File: src/rtl/huff_mcu_sched.sv
// huff_mcu_sched
//   Merges the Y, Cb and Cr Huffman encoder word streams into one output
//   stream in JPEG MCU order: Y_PER_MCU Y blocks, one Cb block, one Cr block,
//   repeated num_mcu times. A single output register isolates the encoders
//   from downstream backpressure while still allowing one word per cycle.
//
// Ports
//   clk, rst                 clock (rising edge), asynchronous active-low reset
//   start, num_mcu           begin an image of num_mcu MCUs (accepted in IDLE only)
//   {y,cb,cr}_valid/ready    per-source handshake; only the granted source sees ready
//   {y,cb,cr}_data/last/bits per-source word, end-of-block flag, final-word bit count
//   out_valid/out_ready      output handshake
//   out_data/last/bits/comp  held word, end-of-block flag, bit count (last only), source id
//   busy, done, mcu_idx      status: not idle, end-of-image pulse, MCU being granted
module huff_mcu_sched #(
  parameter int WORD_W    = 32,
  parameter int CNT_W     = 5,
  parameter int Y_PER_MCU = 1
) (
  input  logic              clk,
  input  logic              rst,
  input  logic              start,
  input  logic [15:0]       num_mcu,
  input  logic              y_valid,
  output logic              y_ready,
  input  logic [WORD_W-1:0] y_data,
  input  logic              y_last,
  input  logic [CNT_W-1:0]  y_bits,
  input  logic              cb_valid,
  output logic              cb_ready,
  input  logic [WORD_W-1:0] cb_data,
  input  logic              cb_last,
  input  logic [CNT_W-1:0]  cb_bits,
  input  logic              cr_valid,
  output logic              cr_ready,
  input  logic [WORD_W-1:0] cr_data,
  input  logic              cr_last,
  input  logic [CNT_W-1:0]  cr_bits,
  output logic              out_valid,
  input  logic              out_ready,
  output logic [WORD_W-1:0] out_data,
  output logic              out_last,
  output logic [CNT_W-1:0]  out_bits,
  output logic [1:0]        out_comp,
  output logic              busy,
  output logic              done,
  output logic [15:0]       mcu_idx
);

  typedef enum logic [2:0] {
    ST_IDLE   = 3'd0,
    ST_GNT_Y  = 3'd1,
    ST_GNT_CB = 3'd2,
    ST_GNT_CR = 3'd3,
    ST_DRAIN  = 3'd4
  } state_t;

  // Index of the final Y block inside one MCU.
  localparam logic [1:0] Y_LAST_BLK = 2'(Y_PER_MCU - 1);

  state_t              state_r;
  logic [1:0]          yblk_r;
  logic [15:0]         mcu_idx_r;
  logic [15:0]         num_mcu_r;
  logic                busy_r;
  logic                done_r;

  logic                out_valid_r;
  logic [WORD_W-1:0]   out_data_r;
  logic                out_last_r;
  logic [CNT_W-1:0]    out_bits_r;
  logic [1:0]          out_comp_r;

  logic                room_s;
  logic                consume_s;
  logic                acc_valid_s;
  logic [WORD_W-1:0]   acc_data_s;
  logic                acc_last_s;
  logic [CNT_W-1:0]    acc_bits_s;
  logic [1:0]          acc_comp_s;
  logic                acc_blk_end_s;

  // The output register can take a word when empty or when it drains this cycle.
  assign consume_s = out_valid_r & out_ready;
  assign room_s    = ~out_valid_r | out_ready;

  assign y_ready  = (state_r == ST_GNT_Y)  & room_s;
  assign cb_ready = (state_r == ST_GNT_CB) & room_s;
  assign cr_ready = (state_r == ST_GNT_CR) & room_s;

  // Select the granted source and flag whether its word is accepted this cycle.
  always_comb begin
    acc_valid_s = 1'b0;
    acc_data_s  = {WORD_W{1'b0}};
    acc_last_s  = 1'b0;
    acc_bits_s  = {CNT_W{1'b0}};
    acc_comp_s  = 2'd0;
    case (state_r)
      ST_GNT_Y: begin
        acc_valid_s = y_valid & room_s;
        acc_data_s  = y_data;
        acc_last_s  = y_last;
        acc_bits_s  = y_bits;
        acc_comp_s  = 2'd0;
      end
      ST_GNT_CB: begin
        acc_valid_s = cb_valid & room_s;
        acc_data_s  = cb_data;
        acc_last_s  = cb_last;
        acc_bits_s  = cb_bits;
        acc_comp_s  = 2'd1;
      end
      ST_GNT_CR: begin
        acc_valid_s = cr_valid & room_s;
        acc_data_s  = cr_data;
        acc_last_s  = cr_last;
        acc_bits_s  = cr_bits;
        acc_comp_s  = 2'd2;
      end
      default: begin
        acc_valid_s = 1'b0;
      end
    endcase
  end

  assign acc_blk_end_s = acc_valid_s & acc_last_s;

  // Output register: load on accept (no bubble on simultaneous consume), empty on consume.
  always_ff @(posedge clk or negedge rst) begin
    if (!rst) begin
      out_valid_r <= 1'b0;
      out_data_r  <= {WORD_W{1'b0}};
      out_last_r  <= 1'b0;
      out_bits_r  <= {CNT_W{1'b0}};
      out_comp_r  <= 2'd0;
    end else if (acc_valid_s) begin
      out_valid_r <= 1'b1;
      out_data_r  <= acc_data_s;
      out_last_r  <= acc_last_s;
      // Bit count is only meaningful on the final word of a block.
      out_bits_r  <= acc_last_s ? acc_bits_s : {CNT_W{1'b0}};
      out_comp_r  <= acc_comp_s;
    end else if (consume_s) begin
      out_valid_r <= 1'b0;
    end else begin
      out_valid_r <= out_valid_r;
    end
  end

  // Grant sequencer with MCU/block counters and registered busy/done status.
  always_ff @(posedge clk or negedge rst) begin
    if (!rst) begin
      state_r   <= ST_IDLE;
      yblk_r    <= 2'd0;
      mcu_idx_r <= 16'd0;
      num_mcu_r <= 16'd0;
      busy_r    <= 1'b0;
      done_r    <= 1'b0;
    end else begin
      done_r <= 1'b0;
      case (state_r)
        ST_IDLE: begin
          if (start) begin
            num_mcu_r <= num_mcu;
            mcu_idx_r <= 16'd0;
            yblk_r    <= 2'd0;
            busy_r    <= 1'b1;
            // An empty image still passes through DRAIN so done is reported.
            state_r   <= (num_mcu != 16'd0) ? ST_GNT_Y : ST_DRAIN;
          end else begin
            busy_r <= 1'b0;
          end
        end
        ST_GNT_Y: begin
          if (acc_blk_end_s) begin
            if (yblk_r == Y_LAST_BLK) begin
              yblk_r  <= 2'd0;
              state_r <= ST_GNT_CB;
            end else begin
              yblk_r <= yblk_r + 2'd1;
            end
          end
        end
        ST_GNT_CB: begin
          if (acc_blk_end_s) begin
            state_r <= ST_GNT_CR;
          end
        end
        ST_GNT_CR: begin
          if (acc_blk_end_s) begin
            if (mcu_idx_r == (num_mcu_r - 16'd1)) begin
              state_r <= ST_DRAIN;
            end else begin
              mcu_idx_r <= mcu_idx_r + 16'd1;
              state_r   <= ST_GNT_Y;
            end
          end
        end
        ST_DRAIN: begin
          // Image ends once the last word has left the output register.
          if (!out_valid_r || consume_s) begin
            done_r    <= 1'b1;
            busy_r    <= 1'b0;
            mcu_idx_r <= 16'd0;
            state_r   <= ST_IDLE;
          end
        end
        default: begin
          busy_r  <= 1'b0;
          state_r <= ST_IDLE;
        end
      endcase
    end
  end

  assign out_valid = out_valid_r;
  assign out_data  = out_data_r;
  assign out_last  = out_last_r;
  assign out_bits  = out_bits_r;
  assign out_comp  = out_comp_r;
  assign busy      = busy_r;
  assign done      = done_r;
  assign mcu_idx   = mcu_idx_r;

endmodule


File: config.mk
export PLATFORM = sky130hd
export DESIGN_NAME = huff_mcu_sched
export DESIGN_NICKNAME = d
export VERILOG_FILES = /design/src/rtl/huff_mcu_sched.sv
export SDC_FILE = /design/constraint.sdc
export NUM_CORES = 1
export LEC_CHECK = 0
export ABC_AREA = 1
export CAP_MARGIN = 20
export CORE_ASPECT_RATIO = 1.1
export CORE_MARGIN = 5
export CORE_UTILIZATION = 40
export CTS_BUF_LIST = sky130_fd_sc_hd__clkbuf_16
export CTS_CLUSTER_SIZE = 10
export DETAILED_ROUTE_END_ITERATION = 7
export GPL_ROUTABILITY_DRIVEN = 0
export HOLD_SLACK_MARGIN = 0.1
export PLACE_DENSITY = 0.75
export SYNTH_ARGS = -nofsm -noshare
export SYNTH_HDL_FRONTEND = slang
export SYNTH_SLANG_ARGS = --single-unit
File: constraint.sdc
create_clock -name clk -period 2.1 [get_ports clk]
set_input_delay 0.315 -clock clk [delete_from_list [all_inputs] [get_ports clk]]
set_output_delay 0.315 -clock clk [all_outputs]
set_load 0.02 [all_outputs]
==> results of run 1 <==
worst paths after layout:
| path | startpoint | slack (ns) | cells after the start | endpoint |
|---|---|---|---|---|
| min | out_last$_DFFE_PN0P_ | 0.47 | 2 | out_last$_DFFE_PN0P_ |
| max reg2reg | num_mcu_r[1]$_DFFE_PN0P_ | 0.04 | 13 | mcu_idx[3]$_DFFE_PN0P_ |
| max in group asynchronous | rst | 1.02 | 3 | mcu_idx[3]$_DFFE_PN0P_ |
| min reg2reg | out_last$_DFFE_PN0P_ | 0.47 | 2 | out_last$_DFFE_PN0P_ |
| min in group asynchronous | rst | 0.48 | 2 | num_mcu_r[1]$_DFFE_PN0P_ |
| max | num_mcu_r[1]$_DFFE_PN0P_ | 0.04 | 13 | mcu_idx[3]$_DFFE_PN0P_ |
through the flow:
step / power [mW] / setup TNS, ns
finish: 9.36 / 0
global route: 10.1 / -1.43
CTS: 9.25 / 0
detailed placement: 7.72 / -9.50
global placement: 7.66 / -10.98
floorplan: 5.64 / 0
what timing repair did:
action                                 CTS  global route
setup endpoints to repair               20            20
cloned                                   1             0
pin swaps                                1            14
hold buffers                             1             0
resized for setup                       14            29
endpoints found under the hold margin   35             0
setup buffers                            0             7
kinds of logic (layout without fill, tap and decap cells):
group | count (synthesis) | count (layout)
and+or+nand+nor | 411 | 411
AOI/OAI and AO/OA | 104 | 104
DFF | 80 | 80
buffers and inverters | 77 | 305
xor gates and xnor gates | 23 | 23
muxes | 7 | 7
adders and majority gates | 4 | 4
other | 0 | 1
area by class of cell:
| class | instances | area (sq um) | share of cell area (%) |
|---|---|---|---|
| tap | 157 | 196 | 2.47 |
| multi-input combinational | 549 | 2950 | 37.0 |
| clock inverter | 7 | 46.3 | 0.581 |
| timing repair buffer | 240 | 2350 | 29.6 |
| clock buffer | 9 | 225 | 2.83 |
| inverter | 49 | 184 | 2.31 |
| sequential | 80 | 2010 | 25.2 |
| antenna | 1 | 2.50 | 0.0314 |
cells in the final DEF, fill, tap and decap left out, drive strengths merged:
| cell type | synthesis | routed |
|---|---|---|
| nand2 | 251 | 251 |
| buf | 7 | 42 |
| xor2 | 19 | 19 |
| inv | 49 | 51 |
| mux2 | 7 | 7 |
| dlygate4sd3 | 0 | 1 |
| clkinvlp | 0 | 1 |
| a31oi | 30 | 30 |
| nor3b | 1 | 1 |
| a21o | 30 | 30 |
| and2 | 1 | 1 |
| nor2 | 84 | 84 |
| nand4 | 14 | 14 |
| nand3 | 45 | 45 |
| clkbuf | 21 | 9 |
| a22o | 5 | 5 |
| nor4 | 6 | 6 |
| nand3b | 2 | 2 |
| clkdlybuf4s50 | 0 | 194 |
| diode | 0 | 1 |
| nor3 | 5 | 5 |
| a21oi | 17 | 17 |
| a22oi | 1 | 1 |
| dfrtp | 80 | 80 |
| o21a | 2 | 2 |
| o21ai | 19 | 19 |
| or2 | 2 | 2 |
| clkinv | 0 | 4 |
| ha | 4 | 4 |
| dlygate4sd2 | 0 | 3 |
| xnor2 | 4 | 4 |
state kept, by name (all words and copies together) (netlist names):
| name | cells |
|---|---|
| state_r | 3 |
| out_valid | 1 |
| yblk_r | 2 |
| out_bits | 5 |
| out_comp | 2 |
| mcu_idx | 16 |
| busy | 1 |
| out_data | 32 |
| done | 1 |
| out_last | 1 |
| num_mcu_r | 16 |
power groups by stage:
stage / sequential, mW / combinational [mW] / clock, mW
floorplan: 2.80 / 2.83 / 0
global placement: 2.49 / 5.17 / 0
detailed placement: 2.50 / 5.22 / 0
CTS: 2.48 / 5.27 / 1.49
global route: 2.57 / 5.93 / 1.56
finish: 2.50 / 5.38 / 1.47
per-layer routing:
| layer | vias up | routed length (um) | GRT usage [%] |
|---|---|---|---|
| li1 | 2754 | - | - |
| met1 | 2572 | 6880 | 26.8 |
| met2 | 240 | 9060 | 40.9 |
| met3 | 44 | 1690 | 7.82 |
| met4 | 0 | 622 | 9.85 |
| met5 | - | 0 | 0 |
worst max-delay path, stage by stage, from the launching register on:
cell and delay (ns):
dfrtp_1 0.39, inv_2 0.09, ha_4 0.15, nand3_4 0.10
nor2_4 0.19, buf_6 0.12, nand2_2 0.05, nand3_4 0.09
nand3_2 0.10, nor3b_4 0.23, nand3_4 0.15, buf_6 0.17
nand3_1 0.06, nand2_1 0.05
==> impl_results.md, run 1 <==
* Final net count at 1,070
* Clock Sinks at 80
* Gr ovfl total at 0
* Die X at roughly 120 um
* Worst-case clock buffer depth at 2
* Xor-xnor portion of the synthesized cell area at just under 4%
* Unrepaired setup endpoints after global routing: yes
* Die H at 129 um
* First-pass GRT wire length at 28,500 um
* Core Area at 12,600 sq um
* Area Overhead vs Synth at 55.4%
* Clock Pin Slew Worst Setup and Hold Paths at ~0.07 ns
* DRT iter0 DRCs at 239
* Register bit total from synthesis at 80
* Critical setup path kind: reg -> reg
* Period Utilization, post-route at 98.1%
* Most frequent cells after synthesis: nand2_1 (234), dfrtp_1 (80), nor2_1 (75)
* Final Util at 63.2%
* Placed insts at 1,066
* LEAKAGE at 3.66 nW
* Distinct cell type count after synthesis at 36
* Ports at 199
* Worst slew margin at 66.1%
* Post-Route Skew at slightly above 0.009 ns
* # setup viols final at 0
* CTS root buffer: clkbuf_16
* Layout cells sized above 1 at 13.7%
* Worst slew pin tran at around 0.51 ns
* Sw frac at 44.8%
* Main combinational cell family by area after synthesis: simple AND/OR/NAND/NOR gates
* Post-layout min period at a little over 2 ns
* Die area at 15,200 sq um
* Post-Place Cell Area at 7470 sq um
* Req. time, crit path at 2.33 ns
* Flop pwr share at 26.8%
* Total CTS buffers at 9
* Antenna violations before repair at 1
* Top_reg_cell synth: dfrtp_1
* Post-Syn Nets at ~850
* Internal at around 5.2 mW
* Vias in the first global route at 5,618
* Status: complete, no violations
* Sw Pwr at approximately 4.2 mW
* CP Capture Type: flip-flop
* # fillers at ~1.1k
* CTS tree: done
* Worst skew pair latency at 0.34 ns
* Max VDD drop at 0.633 mV
* Site Rows at 43
* Register area share after synthesis at 39.1%
* Min-delay worst type: reg -> reg
* Top cells by area, synth: dfrtp_1 (39%), nand2_1 (17%), nor2_1 (5.5%)
* Most frequent cell after synthesis: nand2_1
* Compound-cell area share of the yosys netlist at 12.9%
* Clock share of power at between 10% and 20%
* # H-tree levels at 3
* TritonRoute pass-1 iters at 5
* Vias at 5,610
* Post-Layout Cell Count at 1,092
* Crit path arrival time at around 2.3 ns
* Top-area cell type share of the netlist area at 39.1%
* Mux contribution to synthesized area at between 1.5 and 2%
* Setup slack after layout at 0.0393 ns
* HPWL Detailed at about 14,000 um
* Pins Over Slew Limit at 0
* Hold Vio Cnt, Final at 0
* Syn Inst Count at 706
* PortBufs at approximately 200
* Logic pwr share at 57.5%
* Simple-Gate Fraction of Synth Area at 35.6%
* DP Worst Slack at -0.365 ns
* Drt wl/cell at 16.7 um
* Fin area at between 7000 and 8000 sq um
* Crit path launch type: flip-flop
* PwrDens at around 1200 nW/um^2
* Drt total wl at 18,300 um
* Post-synthesis cell area at around 5000 sq um
* Initial core utilization at 40.7%
* GRT Util Overall at 23.6%
* Vias per inst at 5.14
* Worst-path fanout max at 6
* Number of flops mapped to enable cells by yosys at 0
* Largest net degree at the start of global routing at 38
* Yosys warning count at 0
* Synth Area per Inst at 7.26 sq um
* Hold WS at 0.470 ns
* Final ANT Viol Nets at 0
* Peak Freq at 485 MHz
* Dominant cell type by area after synthesis: dfrtp_1
* DRC Markers at 0
* Post-Synth Adder-Cell Area at less than 1%
* Max-Cap Viols at 0
* Post-synth ARST share at 100%
Note: power is estimated with default switching activity, not from simulation.
==> run 2: changes to the inputs <==
--- a/config.mk
+++ b/config.mk
@@ -11,6 +11,7 @@
 export CORE_MARGIN = 5
 export CORE_UTILIZATION = 40
 export CTS_BUF_LIST = sky130_fd_sc_hd__clkbuf_16
+export CTS_CLUSTER_DIAMETER = 30
 export CTS_CLUSTER_SIZE = 10
 export DETAILED_ROUTE_END_ITERATION = 7
 export GPL_ROUTABILITY_DRIVEN = 0
==> results of run 2 <==
No change in the layout: final DEF, timing and power equal those of run 1.
==> run 3: changes to the inputs <==
==> config.mk (replaced) <==
export PLATFORM = sky130hd
export DESIGN_NAME = huff_mcu_sched
export DESIGN_NICKNAME = d
export VERILOG_FILES = /design/src/rtl/huff_mcu_sched.sv
export SDC_FILE = /design/constraint.sdc
export NUM_CORES = 1
export LEC_CHECK = 0
export CAP_MARGIN = 20
export CELL_PAD_IN_SITES_DETAIL_PLACEMENT = 1
export CELL_PAD_IN_SITES_GLOBAL_PLACEMENT = 1
export CORE_ASPECT_RATIO = 1.1
export CORE_MARGIN = 5
export CORE_UTILIZATION = 30
export CTS_BUF_LIST = sky130_fd_sc_hd__clkbuf_16
export CTS_CLUSTER_DIAMETER = 30
export CTS_CLUSTER_SIZE = 10
export DETAILED_ROUTE_END_ITERATION = 7
export GPL_ROUTABILITY_DRIVEN = 0
export HOLD_SLACK_MARGIN = 0.1
export PLACE_DENSITY = 0.77
export RECOVER_POWER = 50
export SYNTH_ARGS = -nofsm -noshare
export SYNTH_HDL_FRONTEND = slang
export SYNTH_SLANG_ARGS = --single-unit
==> run 3 against run 2 <==
Net effect:
- the flow now finishes with violations (setup timing)
- synthesized cell count is 17% lower
- register-to-register slack worse by 0.62 ns
- critical path depth is 2 lower
- via count is 2.4% higher
- die area is 34% higher
- wire length is 24% higher
- global-route usage is 1.8 points lower
- setup slack worse by 0.62 ns
- critical endpoint is now state_r[0]$_DFFE_PN0P_
==> impl_results.md, run 3 <==
* Register area at 2010 sq um (about the same)
* Yosys warning count at 0 (unchanged)
* Layout cells sized above 1 at 28.3% (was 13.7%)
* Post-Place Cell Area at 8230 sq um (was 7470 sq um)
* Status: finished with violations (was complete, no violations)
* DRC Markers at 0 (unchanged)
* Worst slew pin tran at 0.855 ns (was 0.508 ns)
* Post-Route Skew at 0.00737 ns (was 0.00908 ns)
* # fillers at 1,959 (was 1,113)
* Final ANT Viol Nets at 0 (unchanged)
* Vias in the first global route at 6,394 (was 5,618)
* Distinct cell type count after synthesis at 65 (was 36)
* Critical setup path kind: reg -> reg (unchanged)
* Site Rows at 50 (was 43)
* Register bit total from synthesis at 80 (unchanged)
* DRT iter0 DRCs at 304 (was 239)
* Peak Freq at 372 MHz (was 485 MHz)
* Register-to-Register Path Depth at 11 (was 13)
* Setup slack after layout at -0.585 ns (was 0.0393 ns)
* Most common cell after layout, fill and taps aside: clkdlybuf4s50_1 (was nand2_1)
* Die H at 149 um (was 129 um)
* Top_reg_cell synth: dfrtp_1 (unchanged)
* Gr ovfl total at 0 (unchanged)
* Antenna violations before repair at 0 (was 1)
* Register area share after synthesis at 38.0% (was 39.1%)
* Vias per inst at 5.25 (was 5.14)
* Total CTS buffers at 9 (unchanged)
* Area Overhead vs Synth at 67.8% (was 55.4%)
* Min-delay worst type: reg -> reg (unchanged)
* Post-layout min period at 2.69 ns (was 2.06 ns)
* Crit path launch type: flip-flop (unchanged)
* Unrepaired setup endpoints after global routing: yes (unchanged)
* Fin area at 8830 sq um (was 7960 sq um)
* Most frequent cells after synthesis: nand2_1 (92), dfrtp_1 (80), mux2_2 (50) (was nand2_1 (234), dfrtp_1 (80), nor2_1 (75))
* Hold path cells at 2 (unchanged)
* Most Used Layer, Global Route: met2 (unchanged)
* Drt total wl at 22,600 um (was 18,300 um)
* CP Capture Type: flip-flop (unchanged)
* Worst-case clock buffer depth at 2 (unchanged)
* Max VDD drop at 0.518 mV (was 0.633 mV)
* Die area at 20,300 sq um (was 15,200 sq um)
* Initial core utilization at 30.7% (was 40.7%)
* Ports at 199 (unchanged)
* Crit path arrival time at 2.92 ns (was 2.29 ns)
* LEAKAGE at 3.58 nW (was 3.66 nW)
* Dominant cell type by area after synthesis: dfrtp_1 (unchanged)
* Most frequent cell after synthesis: nand2_1 (unchanged)
* Post-Syn Nets at 724 (was 847)
* Number of flops mapped to enable cells by yosys at 0 (unchanged)
* First-pass GRT wire length at 34,500 um (was 28,500 um)
* Largest net degree at the start of global routing at 49 (was 38)
* Max FFs per register at 32 (unchanged)
* Post-synthesis cell area at 5260 sq um (was 5120 sq um)
* Met3 Use GR at 7.49% (was 7.82%)
* Post-synth ARST share at 100% (unchanged)
* Failing checks: setup timing
* PortBufs at 198 (unchanged)
* Multi-input logic area at 3290 sq um (was 2950 sq um)
* R2R setup slack at -0.59 ns (was 0.04 ns)
* # H-tree levels at 3 (unchanged)
* CTS tree: done (unchanged)
* Synth Area per Inst at 9.02 sq um (was 7.26 sq um)
* Met1 usage at 23.2% (was 26.8%)
* Antenna diodes at 0 (was 1)
* Period Utilization, post-route at 128% (was 98.1%)
* Met2 usage at 39.9% (was 40.9%)
* Max-Cap Viols at 0 (unchanged)
* Worst slew margin at 43.0% (was 66.1%)
* Most frequent cells in the layout: clkdlybuf4s50_1 (179), buf_4 (99), nand2_1 (91), dfrtp_1 (75), mux2_2 (49) (was nand2_1 (228), clkdlybuf4s50_1 (194), dfrtp_1 (77), nor2_1 (67), inv_1 (42))
* TritonRoute pass-1 iters at 4 (was 5)
* Final net count at 996 (was 1,070)
* PwrDens at 1210 nW/um^2 (was 1180 nW/um^2)
* Die X at 136 um (was 118 um)
* Req. time, crit path at 2.34 ns (was 2.33 ns)
* Worst-path fanout max at 7 (was 6)
* Vias at 5,742 (was 5,610)
* Worst skew pair latency at 0.35 ns (was 0.34 ns)
* Core Area at 17,100 sq um (was 12,600 sq um)
* Clock Sinks at 80 (unchanged)
* Top cells by area, synth: dfrtp_1 (38%), mux2_2 (11%), nand2_1 (6.6%) (was dfrtp_1 (39%), nand2_1 (17%), nor2_1 (5.5%))
* # setup viols final at 34 (was 0)
* Clock Pin Slew Worst Setup and Hold Paths at 0.06 ns (was 0.07 ns)
* Drt wl/cell at 20.7 um (was 16.7 um)
* GRT Util Overall at 21.8% (was 23.6%)
* Hold Vio Cnt, Final at 0 (unchanged)
* Top-area cell type share of the netlist area at 38.0% (was 39.1%)
* Syn Inst Count at 583 (was 706)
* CTS root buffer: clkbuf_16 (unchanged)
* HPWL Detailed at 17,000 um (was 14,200 um)
* Pins Over Slew Limit at 0 (unchanged)
* Final Power at 10.7 mW (was 9.36 mW)
==> run 3: area by class of cell <==
cell class / instances / area share [%]
Multi-Input combinational cell: 444 / 37.3
Timing Repair Buffer: 308 / 32.3
Sequential cell: 80 / 22.7
Tap cell: 234 / 3.32
Clock buffer: 9 / 2.55
Clock inverter: 6 / 1.25
Inverter: 12 / 0.510
==> run 3: logic make-up after synthesis <==
group,synth area share (%)
multiplexers,11.8
buffers and inverters,4.99
adder cells (fa/ha/maj),0.951
AO/OA/AOI/OAI,18.3
flip-flops,38.0
XOR/XNOR,2.66
AND/OR/NAND/NOR,23.2
==> run 3: stage by stage <==
step | setup WS (ns) | util [%] | hold slack [ns] | TNS, ns | std cells
after floorplan | -0.354 | - | 0.0194 | -5.29 | 583
after global placement | -0.476 | 48.0 | 0.291 | -12.03 | 1071
after detailed placement | -0.613 | 48.0 | 0.294 | -16.63 | 1071
after CTS | -0.524 | 50.9 | 0.473 | -8.51 | 1091
after global routing | -0.670 | 51.5 | 0.512 | -15.31 | 1093
final | -0.585 | 51.5 | 0.475 | -10.17 | 1093
==> run 3: routing by layer <==
layer,vias up,wire (um)
li1,2686,-
met1,2799,8290
met2,216,11800
met3,41,1830
met4,0,650
met5,-,0
==> run 3: worst paths after layout <==
check                                              start                       end
max in group asynchronous                            rst    mcu_idx[5]$_DFFE_PN0P_
worst min register to register  out_data[24]$_DFFE_PN0P_  out_data[24]$_DFFE_PN0P_
min in group asynchronous                            rst  num_mcu_r[8]$_DFFE_PN0P_
worst max-delay path            num_mcu_r[6]$_DFFE_PN0P_    state_r[0]$_DFFE_PN0P_
worst min-delay path            out_data[24]$_DFFE_PN0P_  out_data[24]$_DFFE_PN0P_
worst max register to register  num_mcu_r[6]$_DFFE_PN0P_    state_r[0]$_DFFE_PN0P_
==> run 3: worst max-delay path: stages, from the launching register on <==
cell and delay, ns:
dfrtp_2 0.44, buf_4 0.16, nor4_4 0.30, buf_4 0.21
nand3_1 0.10, xnor2_1 0.24, nand4_1 0.24, buf_4 0.21
nor4_4 0.19, buf_4 0.19, nand2_1 0.05, a41o_1 0.22
==> run 3: repair_timing <==
item / in CTS / in global routing
buffers inserted: 5 / 2
endpoints found under the hold margin: 32 / 0
gates cloned: 0 / 0
pin swaps: 7 / 11
resized for setup: 30 / 32
setup endpoints to repair: 24 / 21
hold buffers: 1 / 0
==> run 3: where the power goes <==
part	switching (mW)	total, mW	internal [mW]	leakage, nW
registers	0.468	2.55	2.08	1.03
clock network	0.662	1.82	1.15	0.163
logic	3.40	6.30	2.90	2.39
total	4.53	10.7	6.13	3.58
